==> src/rtl/mem_arb.sv <==
`default_nettype none
// +----------------------------------------------------------------------+
// | mem_arb : two-requester round-robin arbiter for one memory controller |
// | rev 1.0                                                              |
// +----------------------------------------------------------------------+
module mem_arb #(
   parameter int TIMEOUT_CYC = 64,
   parameter int GAP_CYC     = 4
) (
   input  logic        clk,
   input  logic        sys_rst,
   input  logic        req0,
   input  logic        we0,
   input  logic [7:0]  addr0,
   input  logic [15:0] wdata0,
   input  logic        req1,
   input  logic        we1,
   input  logic [7:0]  addr1,
   input  logic [15:0] wdata1,
   output logic        ack0,
   output logic        ack1,
   output logic        err,
   output logic [15:0] rdata,
   output logic        owner,
   output logic        mc_sel,
   output logic        mc_we,
   output logic [7:0]  mc_addr,
   output logic [15:0] mc_wdata,
   input  logic        mc_ready,
   input  logic [15:0] mc_rdata
);

   typedef enum logic [1:0] {
      IDLE  = 2'd0,
      ISSUE = 2'd1,
      BUSY  = 2'd2,
      GAP   = 2'd3
   } state_t;

   localparam logic [15:0] TO_LAST  = 16'(TIMEOUT_CYC - 1);
   localparam logic [7:0]  GAP_LAST = 8'(GAP_CYC - 1);

   state_t      state_q, state_d;
   logic [15:0] cnt_q, cnt_d;
   logic [7:0]  gap_q, gap_d;
   logic        owner_q, owner_d;
   logic        mc_sel_q, mc_sel_d;
   logic        mc_we_q, mc_we_d;
   logic [7:0]  mc_addr_q, mc_addr_d;
   logic [15:0] mc_wdata_q, mc_wdata_d;
   logic [15:0] rdata_q, rdata_d;
   logic        ack0_q, ack0_d;
   logic        ack1_q, ack1_d;
   logic        err_q, err_d;
   logic        grant;

   always_ff @(posedge clk or posedge sys_rst) begin
      if (sys_rst) begin
         state_q    <= IDLE;
         cnt_q      <= 16'h0000;
         gap_q      <= 8'h00;
         owner_q    <= 1'b1;
         mc_sel_q   <= 1'b0;
         mc_we_q    <= 1'b0;
         mc_addr_q  <= 8'h00;
         mc_wdata_q <= 16'h0000;
         rdata_q    <= 16'h0000;
         ack0_q     <= 1'b0;
         ack1_q     <= 1'b0;
         err_q      <= 1'b0;
      end else begin
         state_q    <= state_d;
         cnt_q      <= cnt_d;
         gap_q      <= gap_d;
         owner_q    <= owner_d;
         mc_sel_q   <= mc_sel_d;
         mc_we_q    <= mc_we_d;
         mc_addr_q  <= mc_addr_d;
         mc_wdata_q <= mc_wdata_d;
         rdata_q    <= rdata_d;
         ack0_q     <= ack0_d;
         ack1_q     <= ack1_d;
         err_q      <= err_d;
      end
   end

   always_comb begin
      state_d    = state_q;
      cnt_d      = cnt_q;
      gap_d      = gap_q;
      owner_d    = owner_q;
      mc_sel_d   = mc_sel_q;
      mc_we_d    = mc_we_q;
      mc_addr_d  = mc_addr_q;
      mc_wdata_d = mc_wdata_q;
      rdata_d    = rdata_q;
      ack0_d     = 1'b0;
      ack1_d     = 1'b0;
      err_d      = 1'b0;
      grant      = 1'b0;

      case (state_q)
         IDLE: begin
            if ((req0 || req1) && mc_ready) begin
               // On a tie the requester that did not win last time goes next
               grant      = (req0 && req1) ? ~owner_q : req1;
               owner_d    = grant;
               mc_we_d    = grant ? we1 : we0;
               mc_addr_d  = grant ? addr1 : addr0;
               mc_wdata_d = grant ? wdata1 : wdata0;
               mc_sel_d   = 1'b1;
               cnt_d      = 16'h0000;
               state_d    = ISSUE;
            end
         end
         ISSUE, BUSY: begin
            cnt_d = (cnt_q == 16'hFFFF) ? cnt_q : cnt_q + 16'd1;
            // Completion is checked first so it wins a same-cycle timeout
            if (state_q == BUSY && mc_ready) begin
               if (!mc_we_q) begin
                  rdata_d = mc_rdata;
               end
               ack0_d   = ~owner_q;
               ack1_d   = owner_q;
               mc_sel_d = 1'b0;
               gap_d    = 8'h00;
               state_d  = GAP;
            end else if (cnt_q == TO_LAST) begin
               ack0_d   = ~owner_q;
               ack1_d   = owner_q;
               err_d    = 1'b1;
               mc_sel_d = 1'b0;
               gap_d    = 8'h00;
               state_d  = GAP;
            end else if (state_q == ISSUE && !mc_ready) begin
               state_d = BUSY;
            end
         end
         GAP: begin
            if (gap_q == GAP_LAST) begin
               state_d = IDLE;
            end else begin
               gap_d = gap_q + 8'd1;
            end
         end
         default: begin
            state_d = IDLE;
         end
      endcase
   end

   assign ack0     = ack0_q;
   assign ack1     = ack1_q;
   assign err      = err_q;
   assign rdata    = rdata_q;
   assign owner    = owner_q;
   assign mc_sel   = mc_sel_q;
   assign mc_we    = mc_we_q;
   assign mc_addr  = mc_addr_q;
   assign mc_wdata = mc_wdata_q;

endmodule
`default_nettype wire

==> config.mk <==
export PLATFORM = sky130hd
export DESIGN_NAME = mem_arb
export DESIGN_NICKNAME = d
export VERILOG_FILES = /design/src/rtl/mem_arb.sv
export SDC_FILE = /design/constraint.sdc
export NUM_CORES = 1
export LEC_CHECK = 0
export CAP_MARGIN = 10
export CORE_ASPECT_RATIO = 0.7
export CORE_MARGIN = 4
export CORE_UTILIZATION = 30
export CTS_CLUSTER_DIAMETER = 150
export DETAILED_ROUTE_END_ITERATION = 7
export SLEW_MARGIN = 20
export SYNTH_ARGS = -nofsm -noshare
export SYNTH_HDL_FRONTEND = slang
export SYNTH_SLANG_ARGS = --single-unit
export TNS_END_PERCENT = 50
==> constraint.sdc <==
create_clock -name clk -period 5.5 [get_ports clk]
set_input_delay 1.1 -clock clk [delete_from_list [all_inputs] [get_ports clk]]
set_output_delay 1.1 -clock clk [all_outputs]
set_load 0.03 [all_outputs]
# [Yosys cells after proc, flatten, opt, wreduce, memory -nomap -nowiden]
# Index checks and enable logic that the tools add are counted.
[word_totals] regBits=72 latchBits=0 ram_bits=0 romBits=0 out_inout_bits=46 word_cells=74 n_memories=0
[classes] addsub=2 n_mul=0 div_mod_pow=0 n_lt_le_gt_ge=0 n_eq_ne=12 shifts=0 muxes=30 n_bitwise=2 n_reduce_logical=16
[ops] cell="16-bit 2-to-1 mux" n=3
[ops] cell="8-bit 2-to-1 mux" n=4
[ops] cell="16-bit one-hot mux with 2 select lines" n=1
[ops] cell="16-bit by 1-bit adder with 16-bit output (second input constant)" n=1
[ops] cell="16-bit equality test (second input constant)" n=1
[ops] cell="16-bit by 6-bit equality test with 1-bit output (second input constant)" n=1
[ops] cell="8-bit one-hot mux with 2 select lines" n=1
[ops] cell="3-bit AND reduction" n=5
[ops] cell="1-bit 2-to-1 mux" n=14
[ops] cell="2-bit 2-to-1 mux" n=5
[ops] cell="8-bit by 1-bit adder with 8-bit output (second input constant)" n=1
[ops] cell="8-bit by 2-bit equality test with 1-bit output (second input constant)" n=1
[ops] cell="2-bit inequality test (second input constant)" n=4
[ops] cell="2-bit one-hot mux with 3 select lines" n=1
[ops] cell="2-bit equality test (second input constant)" n=2
[ops] cell="1-bit logical AND" n=4
[ops] cell="4-bit inequality test (second input constant)" n=1
[ops] cell="2-bit nonzero test" n=2
[ops] cell="3-bit inequality test (second input constant)" n=1
[ops] cell="2-bit by 1-bit equality test with 1-bit output (second input constant)" n=1
[ops] cell="2-bit logical NOT" n=1
[ops] cell="1-bit NOT" n=2
[ops] cell="1-bit one-hot mux with 2 select lines" n=1
[ops] cell="2-bit AND reduction" n=1
[ops] cell="3 further kinds" n=3

# [Longest topological paths before layout]
# Gate-level depths: netlist (run 1).
[depth] word_depth=6 mapped_depth=8

# [Worst setup path before layout (run 1)]
# OpenSTA, ideal clock, no wires.
[synth_path] path_type="input-to-reg" start="input port mc_ready" end="register rdata_q[0] (netlist: rdata[0])" arrival_time_ps=2213 t_required_ps=5375 path_slack_ps=3163 stages=5 n_path_buf=2 path_cell_list="nand2_1 > or3_1 > clkbuf_1 > clkbuf_1 > mux2_2"
[synth_via] elab_chain_cells=2
[synth_rtl] item="start, declared" line="29" rtl="input logic mc_ready,"
[synth_rtl] item="1-bit logical AND" line="119" rtl="if (state_q == BUSY && mc_ready) begin"
[synth_rtl] item="3-bit AND reduction (no line)"
[synth_rtl] item="end signal, assigned" line="80" rtl="rdata_q <= rdata_d;"
[synth_rtl] item="end, declared" line="51" rtl="logic [15:0] rdata_q, rdata_d;"
# Every way passes these cells.
# A chain may end at the register's enable or synchronous reset.

# [Worst setup path in the final report (run 1)]
[layout_path] start="register state_q[0]" end="register cnt_q[5]"
[layout_via] elab_chain_cells=4
[layout_rtl] item="start, declared" line="43" rtl="state_t state_q, state_d;"
[layout_rtl] item="start signal, assigned" line="72" rtl="state_q <= state_d;"
[layout_rtl] item="2-bit equality test or 2-bit by 1-bit equality test with 1-bit output (tied branches)" line="102" rtl="case (state_q)"
[layout_rtl] item="2-bit OR reduction" line="102"
[layout_rtl] item="2-bit inequality test (no line) or 2-bit nonzero test (tied branches)"
[layout_rtl] item="3-bit AND reduction (no line)"
[layout_rtl] item="end signal, assigned" line="73" rtl="cnt_q <= cnt_d;"
[layout_rtl] item="end, declared" line="44" rtl="logic [15:0] cnt_q, cnt_d;"
# Parallel ways exist; a longest one is shown, timed or not.

==> metrics.yaml, run 1 <==
run_status:
  status: "finished, final reports clean"
finish:
  final_cell_mix: "clkdlybuf4s50_1 (116), dfrtp_1 (71), nand2_1 (50)"
  antenna_cells: 0
  fillers: 1063
  seq_area_um2: 1800
  multi_input_area_um2: 1640
  final_common_cell: "clkdlybuf4s50_1"
  drive_gt1_frac: 0.0950
  final_area_um2: 5160
  nets: 535
  syn_to_final_growth_pct: 45.6
detailed_routing:
  ant_nets: 0
  drt-total-wl_um: 9040
  drc: 0
  wl_per_cell_um: 14.7
  drt-vias-per-instance: 4.82
  drtIter0Drc: 171
  vias: 2972
  dr.pass1.iters: 4
synthesis:
  syn_area_um2: 3540
  async_flop_share: 1.00
  yosys_warnings: 0
  avgSynthCellArea_um2: 10.2
  netlist.area_leader.share: 0.501
  ys_seq_elements: 72
  syn_nets: 423
  yosys.area.top_type: "dfrtp_1"
  synthDistinctLibCells: 49
  synth_edf_count: 0
  netlist_instances: 346
  ys_top_cells_by_area: "dfrtp_1 (50%), mux2i_1 (8.2%), mux2_2 (5.7%)"
  ys_seq_area_frac: 0.509
  synthFlopType: "dfrtp_1"
critical_path:
  required_ns: 5.72
  start_kind: "flip-flop"
  critPathSlowestCell: "clkinv_1"
  cp_top_family: "compound AO/OA/AOI/OAI gates"
  crit_type: "flip-flop to flip-flop"
  cp-end-kind: "flip-flop"
  cp.arrival_ns: 3.48
  worstPathCellList: "inv_1, ha_1, clkinv_1, o21ai_2, o41ai_4, or2_1, o41ai_1"
  cp_num_buf_inv: 2
  cp.depth: 7
  path_max_fanout: 18
  worst_r2r_path_depth: 7
  cpPeakStageDelay_ns: 0.61
grt:
  grt_start_max_net_pins: 58
  grt_pass1_vias: 2846
  grt-ovfl-total: 0
  antenna_found_initial: 0
  grt_pass1_wl_um: 14400
  track_usage: 0.132
cts:
  clockBufferDepth: 2
  cts_buffers: 9
  clock_sinks: 72
  clkLatencyLatePin_ns: 0.33
  cts_root_buf: "clkbuf_16"
  cts_resized: 0
  path_clk_slew_ns: 0.06
  cts_setup_buffers: 0
  hold_buffers: 0
  htreeDepth: 3
  cts_tree: "done"
timing:
  max-slew-margin-rel: 0.289
  tns_ns: 0
  skew_ns: 0.00463
  final.period_utilization: 0.593
  period_minus_slack_ns: 3.26
  hold_viol_final: 0
  max_freq_mhz: 307
  tightest_slew_ns: 1.06
  finalSetupViolCount: 0
  hold_ws_ns: 0.474
  maxSlewViolCount: 0
  grt_setup_unrepaired: "no"
placed_design:
  dpl_cell_area_um2: 4840
  place_hpwl_um: 6730
  gp_congestion: 0.827
  port_buffers: 116
die:
  initial_core_util: 0.314
  rows: 32
  die_w_um: 138
  dieArea_um2: 13600
  die_height_um: 98.9
  ios: 117
  fp.coreArea_um2: 11300
flow_run:
  maxCapViolCount: 0
worst_hold_path:
  min_path_type: "flip-flop to flip-flop"
  hold_path_depth: 2
power:
  p_leak_nw: 2.22
  power.density_nw_per_um2: 563
  vdd_drop_max_mv: 0.286
-- where the power goes --
| part | total [mW] | internal, mW | switching [mW] |
|---|---|---|---|
| logic | 1.43 | 0.575 | 0.853 |
| registers | 0.858 | 0.728 | 0.130 |
| clock network | 0.620 | 0.406 | 0.213 |
| total | 2.91 | 1.71 | 1.20 |
-- routing by layer --
metal	part of all wire	vias up	track usage
li1	-	1461	-
met1	0.46	1407	0.183
met2	0.45	97	0.198
met3	0.083	7	0.0505
met4	0.0054	0	0.0273
met5	0	-	0
-- path summary, 6_finish.rpt --
check	slack [ns]	startpoint	end
worst max-delay path	2.24	state_q[0]	cnt_q[5]
worst max register to register	2.24	state_q[0]	cnt_q[5]
min in group asynchronous	1.06	sys_rst	rdata[2]
worst min register to register	0.47	mc_wdata[5]	mc_wdata[5]
max in group asynchronous	3.43	sys_rst	gap_q[0]
worst min-delay path	0.47	mc_wdata[5]	mc_wdata[5]
-- flip-flops by register name, summed over array words and instances (netlist names) --
register and cells:
gap_q 8, mc_we 1, mc_wdata 16, cnt_q 16
mc_sel 1, state_q 2, rdata 16, ack0 1
ack1 1, owner 1, mc_addr 8, err 1
-- worst reg2reg max path, cell delays in order, from the launching register on --
cell,delay [ns]
dfrtp_1,0.39
inv_1,0.08
ha_1,0.60
clkinv_1,0.62
o21ai_2,0.48
o41ai_4,0.27
or2_1,0.40
o41ai_1,0.33
-- Yosys cell counts (2+ instances only) --
master    instances
dfrtp_1          71
nand2_1          50
o21ai_0          38
mux2i_1          29
nor2_1           22
mux2_2           18
clkbuf_1         11
nand3_1           9
a21oi_1           8
ha_1              6
inv_1             6
nor3_1            6
o31ai_1           6
nand4_1           5
and2_1            4
o21ai_1           4
a21o_1            3
buf_2             3
nand2b_1          3
nor4_1            3
o211ai_1          3
o22a_1            3
o41ai_1           3
and4_1            2
buf_6             2
nor2b_1           2
nor4b_1           2
o21a_1            2
o21ai_2           2
-- final cells by class --
| class | instances | share of cell area |
|---|---|---|
| Clock buffer | 10 | 0.0463 |
| Tap cell | 153 | 0.0371 |
| Multi-Input combinational cell | 250 | 0.318 |
| Timing Repair Buffer | 118 | 0.228 |
| Sequential cell | 72 | 0.349 |
| Inverter | 7 | 0.00509 |
| Clock inverter | 6 | 0.0160 |
-- cells by family (layout without fill, tap and decap cells) --
family | after synthesis | count (layout) | share of synthesized area
DFF | 72 | 72 | 0.509
adders and majority gates | 6 | 6 | 0.0212
muxes | 47 | 47 | 0.139
AOI/OAI and AO/OA | 79 | 79 | 0.142
and+or+nand+nor | 118 | 118 | 0.158
buffers and inverters | 24 | 141 | 0.0307
-- per-stage QoR --
step / power, mW / utilization / setup slack [ns] / cells
2_1_floorplan: 1.78 / - / 2.58 / 346
3_3_place_gp: 2.26 / 0.429 / 2.18 / 600
3_5_place_dp: 2.30 / 0.429 / 2.12 / 600
4_1_cts: 2.93 / 0.457 / 2.32 / 616
5_1_grt: 3.10 / 0.457 / 2.03 / 616
6_report: 2.91 / 0.457 / 2.24 / 616
Note: power is estimated with default switching activity, not from simulation.
==> run 2: changes to the inputs <==
- clock period: 5.5 -> 2.9 ns (I/O delays scaled with it)
==> run 2 against run 1 <==
Net effect:
- combinational power grew 94%
- global-route usage grew 0.96 points
- sequential share of layout area shrank 0.47 points
- final area grew 1.4%
- critical path type unchanged
- critical endpoint is now cnt_q[4]
==> metrics.yaml, run 2 (synthesis results as in run 1) <==
timing:
  max-slew-margin-rel: 0.539  # +0.250
  finalSetupViolCount: 0  # unchanged
  max_freq_mhz: 391  # +27%
  tns_ns: 0  # unchanged
  final.period_utilization: 0.883  # +0.290
  maxSlewViolCount: 0  # unchanged
  period_minus_slack_ns: 2.56  # -0.701 ns
  grt_setup_unrepaired: "no"
  skew_ns: 0.00522  # +0.000589 ns
  hold_viol_final: 0  # unchanged
  tightest_slew_ns: 0.691  # -0.372 ns
detailed_routing:
  dr.pass1.iters: 4  # unchanged
  ant_nets: 0  # unchanged
  drt-total-wl_um: 9280  # +2.6%
  drc: 0  # unchanged
  vias: 2969  # -0.10%
  drtIter0Drc: 182  # +6.4%
  wl_per_cell_um: 14.9  # +1.6%
  drt-vias-per-instance: 4.77  # -1.1%
finish:
  drive_gt1_frac: 0.107  # +0.0116
  antenna_cells: 0  # unchanged
  syn_to_final_growth_pct: 47.6
  final_area_um2: 5230  # +1.4%
  nets: 541  # +1.1%
  fillers: 1053  # -0.94%
  final_cell_mix: "clkdlybuf4s50_1 (116), dfrtp_1 (71), nand2_1 (50)"
  final_common_cell: "clkdlybuf4s50_1"
power:
  combPwrFrac: 0.496  # +0.005
  swShare: 0.407  # -0.00415
  pwr-share-clk: 0.212  # about the same
  p_switching_mw: 2.28  # +91%
  vdd_drop_max_mv: 0.467  # +63%
  seqPwrFrac: 0.292  # -0.003
  p_int_mw: 3.32  # +94%
  power.density_nw_per_um2: 1070  # +90%
  p_leak_nw: 2.26  # +1.7%
critical_path:
  cp_top_family: "simple AND/OR/NAND/NOR gates"
  cp-end-kind: "flip-flop"
  worstPathCellList: "ha_1, and4_4, or3b_1, o41ai_4, or2_1, o31ai_1"
  crit_type: "flip-flop to flip-flop"
  cpPeakStageDelay_ns: 0.52  # -0.09 ns
  path_max_fanout: 10  # -8
  critPathSlowestCell: "o41ai_4"
  cp.arrival_ns: 2.77  # -0.71 ns
  required_ns: 3.11  # -2.61 ns
  start_kind: "flip-flop"
  cp_num_buf_inv: 0  # -2
cts:
  cts_tree: "done"
  cts_buffers: 9  # unchanged
  clkLatencyLatePin_ns: 0.33  # about the same
  cts_setup_buffers: 0  # unchanged
  cts_root_buf: "clkbuf_16"
  cts_resized: 0  # unchanged
  hold_buffers: 0  # unchanged
  htreeDepth: 3  # unchanged
  path_clk_slew_ns: 0.06  # about the same
  clock_sinks: 72  # unchanged
  clockBufferDepth: 2  # unchanged
worst_hold_path:
  min_path_type: "flip-flop to flip-flop"
grt:
  grt_pass1_vias: 3030  # +6.5%
  grt-ovfl-total: 0  # unchanged
  grt_start_max_net_pins: 57  # -1.7%
  track_usage: 0.142  # +0.00959
  antenna_found_initial: 0  # unchanged
  grt_pass1_wl_um: 15200  # +6.2%
placed_design:
  port_buffers: 116  # unchanged
  gp_congestion: 0.849  # +2.7%
  dpl_cell_area_um2: 4910  # +1.4%
  place_hpwl_um: 6970  # +3.6%
die:
  die_height_um: 98.9  # unchanged
  rows: 32  # unchanged
  fp.coreArea_um2: 11300  # unchanged
  die_w_um: 138  # unchanged
  ios: 117  # unchanged
  initial_core_util: 0.314  # unchanged
  dieArea_um2: 13600  # unchanged
run_status:
  status: "finished, final reports clean"
flow_run:
  maxCapViolCount: 0  # unchanged
run 2: cell count changes in the layout (fill, tap and decap cells not counted):
cell / previous run / this run
buf_4: 2 / 6
buf_12: 0 / 2
run 2: layout make-up:
class | instances | area (µm²) | share of cell area
multi-input cells | 250 | 1640 | 0.314
well taps | 153 | 191 | 0.0366
clock inverters | 6 | 82.6 | 0.0158
repair buffers | 124 | 1250 | 0.238
flip-flops and latches | 72 | 1800 | 0.345
clock buffers | 10 | 239 | 0.0457
inverters | 7 | 26.3 | 0.00502
run 2: final timing paths:
| path | from | end | slack [ns] | depth (start not counted) |
|---|---|---|---|---|
| worst max register to register | cnt_q[0] | cnt_q[4] | 0.34 | 6 |
| min in group asynchronous | sys_rst | rdata[0] | 0.65 | 2 |
| worst max-delay path | cnt_q[0] | cnt_q[4] | 0.34 | 6 |
| worst min register to register | mc_addr[6] | mc_addr[6] | 0.48 | 2 |
| worst min-delay path | mc_addr[6] | mc_addr[6] | 0.48 | 2 |
| max in group asynchronous | sys_rst | mc_addr[1] | 1.52 | 3 |
run 2: stage by stage:
stage / instances / hold WS, ns / utilization / setup WS, ns / power [mW]
2_1_floorplan: 346 / 0.468 / - / 0.497 / 3.37
3_3_place_gp: 606 / 0.462 / 0.435 / 0.418 / 4.38
3_5_place_dp: 606 / 0.469 / 0.435 / 0.326 / 4.44
4_1_cts: 622 / 0.482 / 0.463 / 0.353 / 5.66
5_1_grt: 622 / 0.503 / 0.463 / 0.177 / 5.99
6_report: 622 / 0.477 / 0.463 / 0.340 / 5.59
run 2: power groups by stage:
| stage | Combinational (mW) | Sequential, mW | Clock [mW] |
|---|---|---|---|
| after floorplan | 1.19 | 2.18 | 0 |
| after global placement | 2.74 | 1.64 | 0 |
| after detailed placement | 2.80 | 1.65 | 0 |
| after CTS | 2.80 | 1.64 | 1.22 |
| after global routing | 3.03 | 1.70 | 1.26 |
| final | 2.77 | 1.63 | 1.19 |
run 2: worst register-to-register path: stages (launching register included):
cell and delay [ns]:
dfrtp_1 0.39, ha_1 0.26, and4_4 0.28, or3b_1 0.49, o41ai_4 0.52, or2_1 0.37, o31ai_1 0.13
run 2: layer usage:
layer	GRT usage	vias up	part of all wire
met1	0.184	1365	0.44
li1	-	1478	-
met4	0.0304	0	0.0086
met3	0.0561	9	0.092
met5	0	-	0
met2	0.224	117	0.46
